## src/rtl/decoder_pkg.sv

```systemverilog
// ============================================================================
// Module  : decoder_pkg
// Brief   : Shared state encoding, widths and one-hot helper for decoder3x8_strobe.
// Revision: 1.0 - initial release
// ============================================================================
`default_nettype none

package decoder_pkg;

    localparam int CODE_W = 3;
    localparam int OUT_W  = 8;

    typedef enum logic [1:0] {
        IDLE  = 2'd0,
        DRIVE = 2'd1,
        GAP   = 2'd2
    } state_t;

    function automatic logic [OUT_W-1:0] onehot3to8(input logic [CODE_W-1:0] code);
        return OUT_W'(1) << code;
    endfunction

endpackage

`default_nettype wire

```

## src/rtl/decoder3x8_strobe_dec.sv

```systemverilog
// ============================================================================
// Module  : decoder3x8
// Brief   : Combinational 3-to-8 decoder; all-zero output when en is low.
// Revision: 1.0 - initial release
// ============================================================================
`default_nettype none

module decoder3x8
    import decoder_pkg::*;
(
    input  logic              en,
    input  logic [CODE_W-1:0] code,
    output logic [OUT_W-1:0]  y
);

    assign y = en ? onehot3to8(code) : '0;

endmodule

`default_nettype wire

```

## src/rtl/decoder3x8_strobe.sv

```systemverilog
// ============================================================================
// Module  : decoder3x8_strobe
// Brief   : Handshaked 3-to-8 one-hot select driver with programmable hold
//           time and break-before-make gap.
// Revision: 1.0 - initial release
// ============================================================================
`default_nettype none

module decoder3x8_strobe
    import decoder_pkg::*;
#(
    parameter int HOLD_CYCLES = 4,
    parameter int GAP_CYCLES  = 1,
    parameter int CNT_W       = 8
)
(
    input  logic              clk,
    input  logic              rst_n,
    input  logic              en,
    input  logic              in_valid,
    input  logic [CODE_W-1:0] in_code,
    output logic              in_ready,
    output logic [OUT_W-1:0]  y,
    output logic              y_valid,
    output logic              busy,
    output logic              done,
    output logic              aborted
);

    localparam logic [CNT_W-1:0] HOLD_LOAD = CNT_W'(HOLD_CYCLES - 1);
    localparam logic [CNT_W-1:0] GAP_LOAD  = CNT_W'((GAP_CYCLES > 0) ? GAP_CYCLES - 1 : 0);

    state_t             state_q, state_d;
    logic [CNT_W-1:0]   cnt_q, cnt_d;
    logic [OUT_W-1:0]   y_q, y_d;
    logic               y_valid_q, y_valid_d;
    logic               done_q, done_d;
    logic               aborted_q, aborted_d;
    logic               quiet_gap_q, quiet_gap_d;
    logic [OUT_W-1:0]   dec_y;
    logic               accept;

    assign in_ready = en && (state_q == IDLE);
    assign accept   = in_valid && in_ready;

    decoder3x8 u_dec (
        .en   (accept),
        .code (in_code),
        .y    (dec_y)
    );

    // quiet_gap marks a gap entered through an abort: it must not end in done.
    always_comb begin
        state_d     = state_q;
        cnt_d       = cnt_q;
        y_d         = y_q;
        y_valid_d   = y_valid_q;
        done_d      = 1'b0;
        aborted_d   = 1'b0;
        quiet_gap_d = quiet_gap_q;

        case (state_q)
            IDLE: begin
                if (accept) begin
                    y_d         = dec_y;
                    y_valid_d   = 1'b1;
                    cnt_d       = HOLD_LOAD;
                    quiet_gap_d = 1'b0;
                    state_d     = DRIVE;
                end
            end

            DRIVE: begin
                if (!en) begin
                    y_d       = '0;
                    y_valid_d = 1'b0;
                    aborted_d = 1'b1;
                    if (GAP_CYCLES > 0) begin
                        cnt_d       = GAP_LOAD;
                        quiet_gap_d = 1'b1;
                        state_d     = GAP;
                    end else begin
                        cnt_d   = '0;
                        state_d = IDLE;
                    end
                end else if (cnt_q != '0) begin
                    cnt_d = cnt_q - CNT_W'(1);
                end else begin
                    y_d       = '0;
                    y_valid_d = 1'b0;
                    if (GAP_CYCLES > 0) begin
                        cnt_d   = GAP_LOAD;
                        state_d = GAP;
                    end else begin
                        done_d  = 1'b1;
                        state_d = IDLE;
                    end
                end
            end

            GAP: begin
                if (cnt_q != '0) begin
                    cnt_d = cnt_q - CNT_W'(1);
                end else begin
                    done_d      = !quiet_gap_q;
                    quiet_gap_d = 1'b0;
                    state_d     = IDLE;
                end
            end

            default: begin
                state_d     = IDLE;
                cnt_d       = '0;
                y_d         = '0;
                y_valid_d   = 1'b0;
                quiet_gap_d = 1'b0;
            end
        endcase
    end

    always_ff @(posedge clk or negedge rst_n) begin
        if (!rst_n) begin
            state_q     <= IDLE;
            cnt_q       <= '0;
            y_q         <= '0;
            y_valid_q   <= 1'b0;
            done_q      <= 1'b0;
            aborted_q   <= 1'b0;
            quiet_gap_q <= 1'b0;
        end else begin
            state_q     <= state_d;
            cnt_q       <= cnt_d;
            y_q         <= y_d;
            y_valid_q   <= y_valid_d;
            done_q      <= done_d;
            aborted_q   <= aborted_d;
            quiet_gap_q <= quiet_gap_d;
        end
    end

    assign y       = y_q;
    assign y_valid = y_valid_q;
    assign busy    = (state_q != IDLE);
    assign done    = done_q;
    assign aborted = aborted_q;

endmodule

`default_nettype wire

```

## config.mk

```make
export PLATFORM = sky130hd
export DESIGN_NAME = decoder3x8_strobe
export DESIGN_NICKNAME = d
export VERILOG_FILES = /design/src/rtl/decoder_pkg.sv /design/src/rtl/decoder3x8_strobe_dec.sv /design/src/rtl/decoder3x8_strobe.sv
export SDC_FILE = /design/constraint.sdc
export NUM_CORES = 1
export LEC_CHECK = 0
export ABC_AREA = 1
export CORE_ASPECT_RATIO = 0.7
export CORE_MARGIN = 2
export CORE_UTILIZATION = 45
export CTS_CLUSTER_SIZE = 12
export DETAILED_ROUTE_END_ITERATION = 7
export HOLD_SLACK_MARGIN = 0.1
export PLACE_DENSITY = 0.69
export SYNTH_ARGS = -nofsm -noshare
export SYNTH_HDL_FRONTEND = slang
export SYNTH_SLANG_ARGS = --single-unit
export TNS_END_PERCENT = 50
```

## constraint.sdc

```tcl
create_clock -name clk -period 2.2 [get_ports clk]
set_clock_uncertainty 0.05 [all_clocks]
set_input_delay 0.55 -clock clk [delete_from_list [all_inputs] [get_ports clk]]
set_output_delay 0.55 -clock clk [all_outputs]
set_load 0.01 [all_outputs]
```

Word-level counts from Yosys, hierarchy flattened
Cells that the tools add are included.

storage, ports and cells
  output and inout bits = 13
  bits in registers = 22
  input port bits = 7

cells by class
  shift operators = 1
  bitwise logic cells = 1
  equality and inequality tests = 7
  mux-type cells = 25
  reduce and logical (&&, ||, !) cells = 10
  $add $sub $neg = 1

operator list
  operator                                                             number
  8-bit two-way mux                                                    7
  8-bit one-hot mux with 3 select lines                                2
  1-bit two-way mux                                                    9
  3-bit AND reduction                                                  3
  2-bit two-way mux                                                    4
  2-bit != test (second input constant)                                4
  8-bit nonzero test                                                   1
  1-bit by 3-bit << shifter with 8-bit output (first input constant)   1
  8-bit by 1-bit subtractor with 8-bit output (second input constant)  1
  1-bit one-hot mux with 3 select lines                                2
  2-bit one-hot mux with 3 select lines                                1
  3-bit != test (second input constant)                                1
  2-bit by 1-bit == test with 1-bit output (second input constant)     1
  2-bit == test (second input constant)                                1
  1-bit logical AND                                                    2
  2-bit zero test                                                      1
  2-bit AND reduction                                                  1
  2-bit nonzero test                                                   1
  1-bit zero test                                                      1
  1-bit NOT                                                            1

Longest topological paths before layout
Gate-level depths: netlist of the first run.

  word-level depth = 5
  gate-level depth with buffers = 9

By module
A second synthesis of the first run with hierarchy kept.

unflattened totals
  cells, all modules = 164
  area total of the unflattened synthesis = 1226.2 um^2

by module, submodules not included
  module             instances  cells an instance  area an instance (um^2)
  decoder3x8_strobe  1          147                1162.4
  decoder3x8         1          17                 63.8

Least setup slack after synthesis of the first run
Ideal clock, no wire load.

  kind = flip-flop to flip-flop
  start = reg cnt_q[0]
  end = reg y_q[1] (netlist: y[1])
  required time = 2026 ps
  cell stages (with the launch flop) = 9
  setup slack = 789 ps
  path buffers = 1
  arrival = 1237 ps
  library setup time = 124 ps
  cell sequence = dfrtp_1 > inv_1 > ha_1 > nand2_1 > o21ai_4 > nand3_2 > buf_6 > nand2_2 > o21ai_2

between the ends
  cells in the longest elaborated chain, start to end = 3

RTL lines
  element                               line                      RTL
  from (decl)                           decoder3x8_strobe.sv:34   logic [CNT_W-1:0] cnt_q, cnt_d;
  from (signal assigned)                decoder3x8_strobe.sv:132  cnt_q <= cnt_d;
  8-bit nonzero test                    decoder3x8_strobe.sv:86   end else if (cnt_q != '0) begin
  3-bit != test (no source line)        n/a
  3-bit AND reduction (no source line)  n/a
  to (signal assigned)                  decoder3x8_strobe.sv:133  y_q <= y_d;
  to (decl)                             decoder3x8_strobe.sv:35   logic [OUT_W-1:0] y_q, y_d;

Every way passes these cells.
A chain may end at the register's enable or synchronous reset.

Worst setup path in the final report of the first run
  start = in en
  end = out in_ready

between the ends
  cells in the longest elaborated chain, start to end = 1

RTL lines
  element            line                     RTL
  from (decl)        decoder3x8_strobe.sv:19  input logic en,
  1-bit logical AND  decoder3x8_strobe.sv:43  assign in_ready = en && (state_q == IDLE);
  to (decl)          decoder3x8_strobe.sv:22  output logic in_ready,

Every way passes these cells.

==> flow_summary.toml, run 1 <==
[run_status]
outcome = "completed"

[worst_hold_path]
min_path_type = "reg -> reg"
worstHoldStart = "quiet_gap_q"

[synthesis]
synth_seq_area_share = 0.454
synth_seq_cells = 22
synth_edf_count = 0
async_reset_ff_frac = 1.00
avgSynthCellArea_um2 = 8.55
synth_cell_types = 25
synthesis.nets = 151
syn_area_mm2 = 0.00121
yosys_warnings = 0
ys.flop_type = "dfrtp_1"
synth_area_leaders = "dfrtp_1, nand2_1, nand2_2, o21ai_2, inv_1"
synth_area_leader_cell = "dfrtp_1"
syn_inst = 142
yosysTopAreaCellShare = 0.454

[clocking]
postCtsHoldBufs = 0
cts_resized = 1
cts_buffers = 3
max-clock-path-buffers = 2
cts_setup_buffers = 0
cts_max_level = 1
numClockSinks = 22
clk_pin_slew_ns = 0.07
clk_latency_ns = 0.26
cts-root-buf = "clkbuf_8"
cts_tree = "done"

[floorplanning]
dieArea_mm2 = 0.00314
die_w_um = 66.1
ioPinCount = 20
coreArea_mm2 = 0.00251
initial_utilization = 0.483
die-height_um = 47.5
row_count = 15

[global_routing]
grt_pass1_vias = 881
grt_pass1_wl_um = 4070
antenna_found_initial = 0
grt-ovfl-total = 0
grt_util_all_layers = 0.178
grt_max_degree = 23

[placement]
placed_cells = 197
dpl-instance-area_mm2 = 0.00146
portBuffers = 19
dpl.hpwl_um = 1790
gp_congestion = 0.748

[route]
wire_per_inst_um = 11.7
antenna_left = 0
routed_via_density = 4.86
drt_iter0_markers = 39
drt-pass1-iter-count = 4
drc = 0
vias = 971
finalWirelength_um = 2330

[critical_path]
cpPeakStageDelay_ns = 0.48
worst-path-buf-inv = 3
r2r_start = "cnt_q[0]"
end_kind = "output pin"
cp_cell_sequence = "clkdlybuf4s50_1, inv_1, nor2_1, dlygate4sd2_1"
cp.arrival_ns = 1.43
worstSetupPathType = "in -> out"
worstSetupStartpointType = "input port"
startpoint = "en"
path_delay_family = "buffers and inverters"
crit_fanout = 2
crit_path_top_delay_cell = "clkdlybuf4s50_1"
critPathRequiredTime_ns = 1.60

[power]
comb_power_share = 0.519
vdd_drop_max_mv = 0.763
seqPwrFrac = 0.343
power.switching_mw = 0.774
intPower_mw = 0.986
clkPwrFrac = 0.139
cellLeakagePower_nw = 0.730
power_density_mw_per_mm2 = 1170
p_sw_frac = 0.440

[finish]
drive_gt1_frac = 0.259
nFillCells = 229
final_cells = 200
area_delta_synth_final_pct = 23.6
fin_nets = 177
n_antenna_cell = 0
postLayoutCellArea_mm2 = 0.00150

[timing]
slew_headroom = 0.742
final_hold_viol_count = 0
finalSetupViolations = 0
final_max_slew_viol_count = 0
post-route-period-util = 0.924
rsz0062_at_grt = "no"
worst_pin_slew_ns = 0.386
post-route-min-period_ns = 2.03
fmax_ghz = 0.492

[flow_run]
maxCapViolations = 0
[state kept, by name, indices dropped and copies added, names as in the netlist]
signal and cells:
cnt_q 8, y 8, state_q 2, aborted 1, done 1, quiet_gap_q 1
y_valid 1
[cells by family (layout without fill, tap and decap cells)]
kind of cell               Yosys count  in the layout  share of synthesized area
DFF                                 22             22                      0.454
buffers and inverters               22             46                     0.0753
xor gates and xnor gates             2              2                     0.0144
AOI/OAI and AO/OA                   14             14                     0.0979
and+or+nand+nor                     80             80                      0.338
adders and majority gates            2              2                     0.0206
[cell type report]
| cell class | count | area, um2 | share of cell area |
|---|---|---|---|
| well taps | 34 | 42.5 | 0.0284 |
| multi-input cells | 98 | 572 | 0.381 |
| clock buffers | 3 | 41.3 | 0.0275 |
| repair buffers | 23 | 219 | 0.146 |
| flip-flops and latches | 22 | 551 | 0.367 |
| inverters | 20 | 75.1 | 0.0500 |
[worst paths after layout]
check | to | slack [ns] | cells after the start
worst max-delay path | in_ready | 0.17 | 4
worst min-delay path | done | 0.39 | 1
worst max register to register | cnt_q[6] | 0.49 | 7
worst min register to register | done | 0.39 | 1
max in group asynchronous | cnt_q[6] | 1.29 | 2
min in group asynchronous | state_q[1] | 0.58 | 2
[worst reg2reg max path: cells and delay by family (launching register included)]
kind / cells / cell delay, ns
and+or+nand+nor: 3 / 0.63
DFF: 1 / 0.38
buffers and inverters: 1 / 0.12
adders and majority gates: 1 / 0.16
AOI/OAI and AO/OA: 2 / 0.26
[Yosys cell counts (2+ instances only)]
master,n
nand2_1,28
dfrtp_1,22
inv_1,19
nand2_2,15
nand3_1,12
nor2_1,11
o21ai_2,9
nor2_2,4
nand4_1,3
ha_1,2
nand3_2,2
nor2_4,2
[cell usage in the layout (no fill, tap or decap), types with 2 or more instances in the layout]
cell	count
inv_1	19
clkbuf_8	3
nor2_4	2
nand2_2	15
nand3_2	2
buf_4	4
nand2_1	28
o21ai_2	9
dfrtp_1	22
clkdlybuf4s50_1	18
ha_1	2
nor2_1	11
nand3_1	12
nor2_2	4
nand4_1	3
[stage by stage]
| step | power [mW] | setup TNS, ns | setup WS, ns | util | hold WS [ns] |
|---|---|---|---|---|---|
| global placement | 1.51 | -0.102 | -0.102 | 0.581 | 0.366 |
| floorplan | 1.29 | 0 | 0.789 | - | 0.204 |
| CTS | 1.78 | 0 | 0.158 | 0.597 | 0.388 |
| global route | 1.94 | 0 | 0.0974 | 0.597 | 0.407 |
| finish | 1.76 | 0 | 0.168 | 0.597 | 0.387 |
| detailed placement | 1.53 | -0.107 | -0.106 | 0.581 | 0.377 |
[metal layers]
| layer | GRT usage | wire [um] | up-vias |
|---|---|---|---|
| met5 | 0 | 0 | - |
| met4 | 0.0408 | 19 | 0 |
| met3 | 0.0635 | 92 | 4 |
| met2 | 0.283 | 1040 | 12 |
| met1 | 0.240 | 1180 | 456 |
| li1 | - | - | 499 |
[power by group through the flow]
stage | logic, mW | clock network [mW] | registers (mW)
global route | 1.04 | 0.278 | 0.622
detailed placement | 0.919 | 0 | 0.612
floorplan | 0.680 | 0 | 0.613
CTS | 0.920 | 0.254 | 0.604
finish | 0.914 | 0.244 | 0.603
global placement | 0.901 | 0 | 0.605
Power figures use the tool's default switching activity.
==> run 2: changes to the inputs <==
--- a/config.mk
+++ b/config.mk
@@ -5,14 +5,14 @@
 export SDC_FILE = /design/constraint.sdc
 export NUM_CORES = 1
 export LEC_CHECK = 0
-export ABC_AREA = 1
 export CORE_ASPECT_RATIO = 0.7
 export CORE_MARGIN = 2
 export CORE_UTILIZATION = 45
 export CTS_CLUSTER_SIZE = 12
 export DETAILED_ROUTE_END_ITERATION = 7
 export HOLD_SLACK_MARGIN = 0.1
-export PLACE_DENSITY = 0.69
+export PLACE_DENSITY = 0.66
+export SKIP_CTS_REPAIR_TIMING = 1
 export SYNTH_ARGS = -nofsm -noshare
 export SYNTH_HDL_FRONTEND = slang
 export SYNTH_SLANG_ARGS = --single-unit
==> flow_summary.toml, run 2 <==
[worst_hold_path]
min_path_type = "reg -> reg"

[placement]
gp_congestion = 0.875
portBuffers = 19
place_worst_setup_slack_ns = -0.166
dpl.hpwl_um = 2040
placed_cells = 179

[timing]
finalSetupViolations = 0
finalHoldWorstSlack_ns = 0.434
rsz0062_at_grt = "no"
post-route-period-util = 0.958
slew_headroom = 0.655
final_hold_viol_count = 0
setup_ws_ns = 0.0930
worst_pin_slew_ns = 0.513
fmax_ghz = 0.475
final_max_slew_viol_count = 0
post-route-min-period_ns = 2.11

[clocking]
cts_max_level = 1
cts_tree = "done"
cts-root-buf = "clkbuf_8"
cts_buffers = 3
clk_pin_slew_ns = 0.08
numClockSinks = 22
max-clock-path-buffers = 2
clk_latency_ns = 0.26

[route]
antenna_left = 0
wire_per_inst_um = 14.9
wl_met1_um = 1390
top_layer = "met4"
drt_iter0_markers = 37
vias = 1012
drt-pass1-iter-count = 4
drc = 0
routed_via_density = 5.53
finalWirelength_um = 2720
wl_met2_um = 1190
dr_wl_met3_um = 123

[critical_path]
worst-path-buf-inv = 1
crit_path_top_delay_cell = "or3b_2"
cpPeakStageDelay_ns = 0.53
cp_cell_sequence = "inv_1, ha_1, or3b_2, o211a_4, or2_4, a22o_1"
worstSetupPathType = "reg -> reg"
worstSetupStartpointType = "flop"
r2r_slack_ns = 0.09
crit_fanout = 7
cp.arrival_ns = 2.20
end_kind = "flop"
critPathRequiredTime_ns = 2.30
path_delay_family = "simple AND/OR/NAND/NOR gates"

[synthesis]
syn_area_mm2 = 0.00116
synth_seq_cells = 22
synth_seq_area_share = 0.475
ys_top_cells_by_count = "dfrtp_1, nor2_1, inv_1"
avgSynthCellArea_um2 = 9.82
ys.flop_type = "dfrtp_1"
yosysTopAreaCellShare = 0.475
async_reset_ff_frac = 1.00
syn_inst = 118
synthesis.nets = 127
synth_edf_count = 0
synth_area_leaders = "dfrtp_1, nor2_1, a32o_1, o21ai_0, inv_1"
yosys_warnings = 0
synth_cell_types = 44
yosysMostFrequentCell = "dfrtp_1"
synth_area_leader_cell = "dfrtp_1"

[run_status]
outcome = "completed"

[global_routing]
grt_max_degree = 23
grt_pass1_vias = 955
grt-ovfl-total = 0
grt_util_all_layers = 0.198
antenna_found_initial = 0
grt_pass1_wl_um = 4420

[power]
vdd_drop_max_mv = 0.613
cellLeakagePower_nw = 0.694
power_density_mw_per_mm2 = 1180
power_mw = 1.83

[floorplanning]
ioPinCount = 20
initial_utilization = 0.471
die-height_um = 46.5
row_count = 15
coreArea_mm2 = 0.00246
die_w_um = 64.6
dieArea_mm2 = 0.00300

[finish]
most-common-layout-cells = "dfrtp_1, clkdlybuf4s50_1, buf_4"
fin_util = 0.629
nFillCells = 202
fin_nets = 159
n_antenna_cell = 0
area_delta_synth_final_pct = 33.5
drive_gt1_frac = 0.154
final_cells = 183
layout_commonest_cell = "dfrtp_1"

[flow_run]
maxCapViolations = 0
==> run 2: cell count changes after synthesis, moves of 7 or more <==
cell     change
nand2_2     -15
nand3_1     -11
o21ai_0      +7
inv_1       -10
nand2_1     -22
o21ai_2      -9
==> run 2: worst paths after layout <==
path,start,endpoint,cells past startpoint
max,cnt_q[0],y[0],6
min,quiet_gap_q,done,1
max reg2reg,cnt_q[0],y[0],6
min reg2reg,quiet_gap_q,done,1
max in group asynchronous,rst_n,cnt_q[5],2
min in group asynchronous,rst_n,cnt_q[1],2
==> run 2: power by group <==
| group | total [mW] | switching, mW | internal (mW) |
|---|---|---|---|
| sequential | 0.636 | 0.114 | 0.522 |
| clock | 0.286 | 0.127 | 0.159 |
| combinational | 0.905 | 0.463 | 0.443 |
| total | 1.83 | 0.703 | 1.12 |
==> run 2: stage by stage <==
step,instance area [um2],setup TNS [ns]
after detailed placement,1480,-0.599
after floorplan,1160,0
after global placement,1480,-0.193
after CTS,1540,-0.265
final,1550,0
after global routing,1550,0
==> run 2: layout make-up <==
class	count	area (um2)	share of cell area
clock buffer	4	55.1	0.0356
inverter	9	33.8	0.0218
multi-input combinational	82	562	0.363
sequential	22	551	0.356
tap	34	42.5	0.0275
timing repair buffer	32	303	0.196
==> run 2: worst reg2reg max path, cell delays in order (launching register included) <==
cell and delay [ns]:
dfrtp_1 0.40, inv_1 0.09, ha_1 0.16, or3b_2 0.53, o211a_4 0.27, or2_4 0.27, a22o_1 0.24
==> run 2: cell families (layout without fill, tap and decap cells) <==
kind of cell	Yosys count	after routing	share of synthesized area
AOI/OAI and AO/OA	40	40	0.258
and+or+nand+nor	38	38	0.181
DFF	22	22	0.475
buffers and inverters	14	45	0.0464
adders and majority gates	2	2	0.0216
muxes	2	2	0.0173
==> run 2: routing by layer <==
layer | GRT usage | up-vias
li1 | - | 499
met5 | 0 | -
met3 | 0.0538 | 2
met2 | 0.310 | 23
met4 | 0.0426 | 0
met1 | 0.280 | 488
